<file path="config.mk">
export PLATFORM = sky130hd
export DESIGN_NAME = mbist_op_seq
export DESIGN_NICKNAME = d
export VERILOG_FILES = /design/src/rtl/mbist_op_seq.sv
export SDC_FILE = /design/constraint.sdc
export NUM_CORES = 1
export LEC_CHECK = 0
export CAP_MARGIN = 20
export CORE_MARGIN = 1.5
export CORE_UTILIZATION = 52
export DETAILED_ROUTE_END_ITERATION = 8
export PLACE_DENSITY = 0.8
export SLEW_MARGIN = 10
export SYNTH_ARGS = -nofsm -noshare
export SYNTH_HDL_FRONTEND = slang
export SYNTH_SLANG_ARGS = --single-unit
</file>
<file path="constraint.sdc">
create_clock -name clk -period 2.8 [get_ports clk]
set_input_delay 0.28 -clock clk [delete_from_list [all_inputs] [get_ports clk]]
set_output_delay 0.28 -clock clk [all_outputs]
set_load 0.02 [all_outputs]
</file>
<file path="src/rtl/mbist_op_seq.sv">
// mbist_op_seq - march-element operation sequencer for the MBIST engine.
//
// Steps through up to BIST_OP_MAX operation slots of one march element.
// Each slot carries a read, write and invert control. NOP slots (no read
// and no write) are skipped. Only slots below the latched operation count
// are considered. A valid/step handshake hands one operation at a time to
// the address/data generators. 'wrap' flags that the element restarted at
// its first slot. The one-hot slot pointer is part of the scan chain.
//
// Ports:
//   clk, rst_n          clock, asynchronous active-low reset
//   scan_shift, sdi     shift the pointer register toward bit 0, sdi in at top
//   sdo                 scan out, always op_sel[0]
//   start               latch stimulus/op_cnt and begin (IDLE only)
//   stop                abort, return to IDLE with pointer on slot 0
//   step                consumer accepted the current operation
//   stimulus            per slot {write, read, invert}; top three bits are
//                       {updown, reverse, repeatflag}
//   op_cnt              number of active slots counted from slot 0
//   op_valid            an operation is being presented (RUN)
//   op_read/write/invert  controls of the current operation
//   op_updown/reverse/repeatflag  element-wide flags from latched stimulus
//   last_op             current operation is the last non-NOP active slot
//   wrap                one-cycle pulse after a step accepted on last_op
//   err_nop             one-cycle pulse after a start with nothing to run
module mbist_op_seq #(
  parameter int BIST_OP_MAX = 8,
  parameter int BIST_CNT_WD = $clog2(BIST_OP_MAX + 1),
  parameter int BIST_STI_WD = 3 * BIST_OP_MAX + 3
) (
  input  logic                   clk,
  input  logic                   rst_n,
  input  logic                   scan_shift,
  input  logic                   sdi,
  output logic                   sdo,
  input  logic                   start,
  input  logic                   stop,
  input  logic                   step,
  input  logic [BIST_STI_WD-1:0] stimulus,
  input  logic [BIST_CNT_WD-1:0] op_cnt,
  output logic                   op_valid,
  output logic                   op_read,
  output logic                   op_write,
  output logic                   op_invert,
  output logic                   op_updown,
  output logic                   op_reverse,
  output logic                   op_repeatflag,
  output logic                   last_op,
  output logic                   wrap,
  output logic                   err_nop
);

  typedef enum logic {
    ST_IDLE = 1'b0,
    ST_RUN  = 1'b1
  } state_t;

  localparam logic [BIST_CNT_WD-1:0] CNT_MAX = BIST_CNT_WD'(BIST_OP_MAX);
  localparam logic [BIST_OP_MAX-1:0] SEL_SLOT0 = BIST_OP_MAX'(1);

  state_t                 state_reg;
  logic [BIST_OP_MAX-1:0] op_sel_reg;
  logic [BIST_STI_WD-1:0] sti_reg;
  logic [BIST_CNT_WD-1:0] cnt_reg;
  logic                   wrap_reg;
  logic                   err_reg;

  logic [BIST_CNT_WD-1:0] eff_cnt;
  logic [BIST_OP_MAX-1:0] start_mask;   // runnable slots of the incoming stimulus
  logic [BIST_OP_MAX-1:0] run_mask;     // runnable slots of the latched stimulus
  logic [BIST_OP_MAX-1:0] sel_below;    // bit i set when the pointer sits below slot i
  logic [BIST_OP_MAX-1:0] higher_mask;  // runnable slots above the current one
  logic [BIST_OP_MAX-1:0] read_bits;
  logic [BIST_OP_MAX-1:0] write_bits;
  logic [BIST_OP_MAX-1:0] invert_bits;
  logic [BIST_OP_MAX-1:0] first_start_next;
  logic [BIST_OP_MAX-1:0] first_run_next;
  logic [BIST_OP_MAX-1:0] higher_next;
  logic                   is_last;
  logic                   run_active;

  // Isolates the lowest set bit: picking the lowest runnable slot in a mask
  // is what lets NOP slots be skipped within one cycle.
  function automatic logic [BIST_OP_MAX-1:0] lowest_one(input logic [BIST_OP_MAX-1:0] x);
    return x & (~x + BIST_OP_MAX'(1));
  endfunction

  assign eff_cnt = (op_cnt > CNT_MAX) ? CNT_MAX : op_cnt;

  genvar gi;
  generate
    for (gi = 0; gi < BIST_OP_MAX; gi++) begin : g_slot
      localparam logic [BIST_CNT_WD-1:0] SLOT_IDX = BIST_CNT_WD'(gi);

      assign start_mask[gi] = (SLOT_IDX < eff_cnt) &&
                              (stimulus[3*gi+1] || stimulus[3*gi+2]);
      assign run_mask[gi]   = (SLOT_IDX < cnt_reg) &&
                              (sti_reg[3*gi+1] || sti_reg[3*gi+2]);

      assign invert_bits[gi] = sti_reg[3*gi];
      assign read_bits[gi]   = sti_reg[3*gi+1];
      assign write_bits[gi]  = sti_reg[3*gi+2];

      if (gi == 0) begin : g_first
        assign sel_below[gi] = 1'b0;
      end else begin : g_rest
        assign sel_below[gi] = |op_sel_reg[gi-1:0];
      end
    end
  endgenerate

  assign higher_mask      = run_mask & sel_below;
  assign is_last          = (higher_mask == '0);
  assign first_start_next = lowest_one(start_mask);
  assign first_run_next   = lowest_one(run_mask);
  assign higher_next      = lowest_one(higher_mask);

  assign run_active = (state_reg == ST_RUN);

  always_ff @(posedge clk or negedge rst_n) begin
    if (!rst_n) begin
      state_reg  <= ST_IDLE;
      op_sel_reg <= SEL_SLOT0;
      sti_reg    <= '0;
      cnt_reg    <= '0;
      wrap_reg   <= 1'b0;
      err_reg    <= 1'b0;
    end else begin
      wrap_reg <= 1'b0;
      err_reg  <= 1'b0;
      if (scan_shift) begin
        op_sel_reg <= {sdi, op_sel_reg[BIST_OP_MAX-1:1]};
      end else if (stop) begin
        state_reg  <= ST_IDLE;
        op_sel_reg <= SEL_SLOT0;
      end else if (start && !run_active) begin
        sti_reg <= stimulus;
        cnt_reg <= eff_cnt;
        if (|start_mask) begin
          op_sel_reg <= first_start_next;
          state_reg  <= ST_RUN;
        end else begin
          // Nothing runnable: stay put and report it; pointer is left alone.
          err_reg <= 1'b1;
        end
      end else if (step && run_active) begin
        if (is_last) begin
          op_sel_reg <= first_run_next;
          wrap_reg   <= 1'b1;
        end else begin
          op_sel_reg <= higher_next;
        end
      end
    end
  end

  // In RUN the pointer always rests on a runnable slot, so the controls are
  // simply the selected slot's bits.
  assign op_valid      = run_active;
  assign op_read       = run_active && |(op_sel_reg & read_bits);
  assign op_write      = run_active && |(op_sel_reg & write_bits);
  assign op_invert     = run_active && |(op_sel_reg & invert_bits);
  assign last_op       = run_active && is_last;
  assign op_updown     = sti_reg[BIST_STI_WD-1];
  assign op_reverse    = sti_reg[BIST_STI_WD-2];
  assign op_repeatflag = sti_reg[BIST_STI_WD-3];
  assign wrap          = wrap_reg;
  assign err_nop       = err_reg;
  assign sdo           = op_sel_reg[0];

endmodule

</file>
==> results of run 1 <==
-- worst register-to-register path: stages, from the launching register on --
cell	delay [ns]
dfrtp_1	0.56
nor4_1	0.38
o21ai_0	0.29
nor2_1	0.29
or4b_1	0.49
a311o_1	0.38
a31oi_1	0.16
-- report_power, final --
part,switching (mW),internal (mW),leakage (nW)
Combinational,0.393,0.325,0.833
Clock,0.223,0.176,0.0452
Sequential,0.157,0.716,0.536
-- cell type report --
type | instances | area, µm²
clock buffers | 6 | 72.6
clock inverters | 2 | 13.8
fillers | 371 | 1290
inverters | 4 | 15.0
multi-input cells | 247 | 1380
flip-flops and latches | 42 | 1050
well taps | 52 | 65.1
repair buffers | 63 | 587
-- metal layers --
layer / vias to the layer above / part of all wire, %
li1: 1226 / -
met1: 1192 / 43
met2: 167 / 46
met3: 19 / 9.1
met4: 0 / 1.7
met5: - / 0
-- worst paths after layout --
kind                            startpoint       endpoint  slack, ns  depth (start not counted)
worst min register to register  sti_reg[9]     sti_reg[9]       0.49                          2
max in group asynchronous            rst_n     sti_reg[2]       2.11                          1
worst max-delay path            cnt_reg[3]  op_sel_reg[4]       0.17                          6
min in group clk                sti_reg[9]     sti_reg[9]       0.49                          2
worst min-delay path                 rst_n  op_sel_reg[7]       0.11                          1
worst max register to register  cnt_reg[3]  op_sel_reg[4]       0.17                          6
-- cells by family after synthesis --
family | synth area share, %
buffers and inverters | 2.92
flip-flops | 42.3
AO/OA/AOI/OAI | 26.5
AND/OR/NAND/NOR | 28.3
-- cell usage in the layout (no fill, tap or decap), types with 4 or more instances in the layout --
cell type	count
nor2_1	23
a21oi_1	13
buf_4	15
a31oi_1	5
dfrtp_1	41
a22oi_1	13
nor3_1	4
o21ai_0	14
o22ai_1	5
clkbuf_8	5
inv_1	4
o21a_1	4
clkdlybuf4s50_1	46
nand2_1	96
-- repair_timing --
item,4_1_cts,5_1_grt
setup buffers,0,0
setup endpoints to repair,1,0
gates resized for setup,3,0
hold buffers,0,0
-- metrics by stage --
| stage | instances | power, mW | hold WS (ns) |
|---|---|---|---|
| after floorplan | 308 | 1.25 | -0.0156 |
| after global placement | 408 | 1.56 | 0.459 |
| after detailed placement | 408 | 1.57 | 0.469 |
| after CTS | 416 | 1.97 | 0.147 |
| after global routing | 416 | 2.10 | 0.202 |
| final | 416 | 1.99 | 0.110 |
==> key figures, run 1 <==
Status
  – Status: complete, no violations

Place
  – Place WS: 0.136 ns
  – IO Port Bufs: 48
  – DP HPWL: 5850 µm
  – Final GP Congestion: 1.08
  – DP Area: 0.00309 mm²

Synthesis
  – Ys async rst share: 100%
  – Top post-synthesis cells by count: nand2_1, dfrtp_1, nor2_1
  – YS warnings: 0
  – Synth Register Bits: 42
  – Synth area leader: dfrtp_1
  – Syn_nets: 346
  – Top cell type's share of synthesized area: 41.2%
  – Area of the mapped netlist: 0.00249 mm²
  – Synth top area cells: dfrtp_1, nand2_1, a22oi_1
  – Avg Cell Area, Syn: 8.08 µm²
  – Seq/Total Area, Yosys: 42.3%
  – Yosys cell types: 53
  – Most common flop cell mapped by yosys: dfrtp_1
  – Count leader, synth: nand2_1
  – Post-synthesis cell count: 308
  – Post-synth EDFFs: 0

Run
  – Number of max-cap violations: 0

Clocking
  – Clock slew at reported path FFs: 0.09 ns
  – TritonCTS clock tree: yes
  – Clk_lat worst skew: 0.31 ns
  – Longest Clk Path Bufs: 2
  – H-Tree Depth: 2
  – Root Buffer: clkbuf_8
  – Clock Sink Count: 42
  – Num CTS Buffers: 5

GRT
  – Met1 usage: 45.8%
  – Met2 usage: 51.2%
  – Global-route wire length before repair: 12800 µm
  – Gr busiest metal: met2
  – Initial antenna violation count: 0
  – GRT Total Usage: 32.7%
  – Overflow after GRT: 0
  – Largest net degree at the start of global routing: 43
  – Met3 usage: 5.97%
  – Vias in the first global route: 2496

Detailed routing
  – Number of vias in the routed layout: 2604
  – DRT iter0 DRCs: 410
  – First drt pass iteration count: 5
  – Post-DR vias/cell: 6.26
  – Post-route ant nets: 0
  – Wirelength per Cell: 19.1 µm
  – DRT Wirelength: 7930 µm
  – Drc violations: 0

Setup path
  – Worst Setup Start Kind: register
  – CP Data Arrival Time: 2.85 ns
  – Critical path, cell by cell: nor4_1, o21ai_0, nor2_1, or4b_1, a311o_1, a31oi_1
  – Critical path's slowest cell: dfrtp_1
  – Crit path max-delay family: simple AND/OR/NAND/NOR gates
  – Worst Path Required: 3.02 ns
  – Critical path buffer and inverter count: 0
  – Worst-path fanout max: 15
  – Kind of critical path: register to register
  – CP Capture Type: register
  – Critical Path Max Stage Delay: 0.56 ns

Power and ir drop
  – Leak pwr: 1.41 nW
  – Pwr Density: 625 mW/mm²
  – Max VDD drop: 0.321 mV

Final layout
  – Largest register FFs: 27
  – Final design utilization: 71.2%
  – Area delta synth->final: 28.0%
  – Layout cells sized above 1: 9.62%
  – Layout net count: 401
  – Final instance area: 0.00318 mm²
  – # diodes: 0

Floorplan
  – Initial core utilization: 55.6%
  – Core area: 0.00447 mm²
  – Die Y: 72.2 µm
  – IO Pins: 49
  – Number of core rows: 24
  – Die Area: 0.00521 mm²
  – Die Wd: 72.2 µm

STA
  – Final min period: 2.63 ns
  – Final hold vios: 0
  – Final period utilization: 93.9%
  – Post-route setup slack: 0.170 ns
  – Peak Freq: 380 MHz
  – Finish-stage setup viols: 0
  – Setup Skew: 0.00922 ns
  – Setup_tns: 0 ns
  – Slew headroom: 37.9%
  – RSZ-0062 raised after global routing: false
  – Slew Viols, Final: 0
  – Pin slew with the least headroom to its limit: 0.932 ns

Min path
  – Worst hold path type: input port to async pin
Note: power is estimated with default switching activity, not from simulation.
==> inputs of run 2 (changes only) <==
Settings changed: PLACE_DENSITY 0.8 to 0.87, SLEW_MARGIN 10 to 20.
==> key figures, run 2 (same netlist as run 1, synthesis figures left out) <==
Final layout
  – Most frequent cells in the layout: nand2_1, clkdlybuf4s50_1, dfrtp_1, nor2_1, buf_4
  – Largest register FFs: 27 (unchanged)
  – Layout cells sized above 1: 9.59% (-0.026 points)
  – Fillers: 366 (-1.3%)
  – Final design utilization: 71.2% (about the same)
  – Layout net count: 403 (+0.50%)
  – Area delta synth->final: 28.1% (about the same)
  – Commonest non-fill, non-tap cell in the layout: nand2_1
  – # diodes: 0 (unchanged)

GRT
  – Global-route wire length before repair: 13000 µm (+2.1%)
  – Initial antenna violation count: 0 (unchanged)
  – GRT Total Usage: 32.6% (-0.090 points)
  – Overflow after GRT: 0 (unchanged)
  – Vias in the first global route: 2634 (+5.5%)
  – Largest net degree at the start of global routing: 43 (unchanged)

Setup path
  – CP Capture Type: primary output
  – CP Data Arrival Time: 2.31 ns (-0.54 ns)
  – Worst Path Required: 2.52 ns (-0.50 ns)
  – Critical Path Max Stage Delay: 0.55 ns (about the same)
  – Worst-path fanout max: 6 (-9)
  – Critical path, cell by cell: or4_1, a21oi_1, a2bb2oi_1, nand4_1, nor2_1, dlygate4sd2_1
  – Worst Setup Start Kind: register
  – Critical path's slowest cell: or4_1
  – Kind of critical path: register to primary output

STA
  – Peak Freq: 386 MHz (+1.5%)
  – RSZ-0062 raised after global routing: false
  – Pin slew with the least headroom to its limit: 0.931 ns (-0.00115 ns)
  – Slew Viols, Final: 0 (unchanged)
  – Slew headroom: 38.0% (+0.077 points)
  – Setup_tns: 0 ns (unchanged)
  – Final period utilization: 92.5% (-1.4 points)
  – Final min period: 2.59 ns (-0.0401 ns)
  – Final hold vios: 0 (unchanged)
  – Setup Skew: 0.00771 ns (-0.00151 ns)
  – Finish-stage setup viols: 0 (unchanged)

Detailed routing
  – DRT Wirelength: 7880 µm (-0.61%)
  – Wirelength per Cell: 18.9 µm (-0.84%)
  – Post-DR vias/cell: 6.50 (+3.8%)
  – Number of vias in the routed layout: 2709 (+4.0%)
  – DRT iter0 DRCs: 416 (+1.5%)
  – Drc violations: 0 (unchanged)
  – First drt pass iteration count: 5 (unchanged)
  – Post-route ant nets: 0 (unchanged)

Clocking
  – Longest Clk Path Bufs: 2 (unchanged)
  – Clk_lat worst skew: 0.30 ns (about the same)
  – Clock Sink Count: 42 (unchanged)
  – TritonCTS clock tree: yes
  – Clock slew at reported path FFs: 0.08 ns (about the same)
  – Num CTS Buffers: 5 (unchanged)
  – Setup repair bufs after CTS: 0 (unchanged)
  – Root Buffer: clkbuf_8
  – H-Tree Depth: 2 (unchanged)

Floorplan
  – Core area: 0.00447 mm² (unchanged)
  – Die Wd: 72.2 µm (unchanged)
  – Die Area: 0.00521 mm² (unchanged)
  – Initial core utilization: 55.6% (unchanged)
  – IO Pins: 49 (unchanged)
  – Die Y: 72.2 µm (unchanged)
  – Number of core rows: 24 (unchanged)

Place
  – Final GP Congestion: 0.941 (-13%)
  – IO Port Bufs: 48 (unchanged)
  – DP HPWL: 5770 µm (-1.3%)

Power and ir drop
  – Leak pwr: 1.41 nW (about the same)
  – Max VDD drop: 0.369 mV (+15%)
  – Pwr Density: 622 mW/mm² (-0.46%)

Run
  – Number of max-cap violations: 0 (unchanged)

Status
  – Status: complete, no violations

Min path
  – Worst hold path type: input port to async pin
==> run 2: cell types whose count changed in the layout (fill, tap and decap cells not counted) <==
cell,change
a21oi_1,+1
a21oi_2,-1
a2bb2oi_1,+1
a2bb2oi_2,-1
buf_4,+2
clkbuf_1,-1
clkinv_2,-1
clkinv_4,-1
clkinvlp_4,+2
==> run 2: timing repair <==
item | 4_1_cts | 5_1_grt
endpoints found under the setup margin | 1 | 0
gates resized for setup | 1 | 0
hold buffers | 0 | 0
==> run 2: layout make-up <==
class | count | area (µm²) | share of cell area, %
clock inverters | 2 | 15.0 | 0.471
multi-input cells | 247 | 1370 | 43.0
clock buffers | 5 | 68.8 | 2.16
inverters | 4 | 15.0 | 0.471
well taps | 52 | 65.1 | 2.04
repair buffers | 65 | 602 | 18.9
flip-flops and latches | 42 | 1050 | 33.0
==> run 2: path summary, 6_finish.rpt <==
check / start / end / slack, ns / cells after the start
min in group clk: sti_reg[6] / sti_reg[6] / 0.48 / 2
setup / recovery: sti_reg[19] / last_op / 0.21 / 6
max in group asynchronous: rst_n / wrap / 2.10 / 1
hold / removal: rst_n / op_sel_reg[2] / 0.11 / 1
hold reg to reg: sti_reg[6] / sti_reg[6] / 0.48 / 2
setup reg to reg: cnt_reg[3] / op_sel_reg[4] / 0.25 / 6
==> run 2: metal layers <==
layer / track usage [%] / routed length (µm) / vias up
met3: 5.97 / 660 / 20
met5: 0 / 0 / -
met1: 44.7 / 3360 / 1295
met2: 52.7 / 3700 / 164
met4: 10.5 / 166 / 0
li1: - / - / 1230
==> run 2: critical path, delay by kind of cell, from the launching register on <==
kind	cells	cell delay, ns
simple gates	3	0.80
compound gates	2	0.44
flops	1	0.43
buf+inv	1	0.34
==> run 2: through the flow <==
stage	worst slack (ns)	hold slack, ns	instances	area [µm²]	power, mW
2_1_floorplan	0.486	-0.0156	308	2490	1.25
3_5_place_dp	0.279	0.464	410	3100	1.58
4_1_cts	0.239	0.152	417	3190	1.96
5_1_grt	0.0997	0.188	417	3190	2.08
3_3_place_gp	0.300	0.459	410	3100	1.58
6_report	0.210	0.115	417	3190	1.98
==> run 2: where the power goes <==
group | internal [mW] | switching (mW) | total (mW)
registers | 0.716 | 0.157 | 0.873
clock network | 0.170 | 0.212 | 0.382
logic | 0.328 | 0.398 | 0.726
total | 1.21 | 0.767 | 1.98
==> inputs of run 3 (changes only) <==
Settings changed: TNS_END_PERCENT set to 50.
==> results of run 3 <==
Final layout, timing and power as in run 2 (identical DEF).
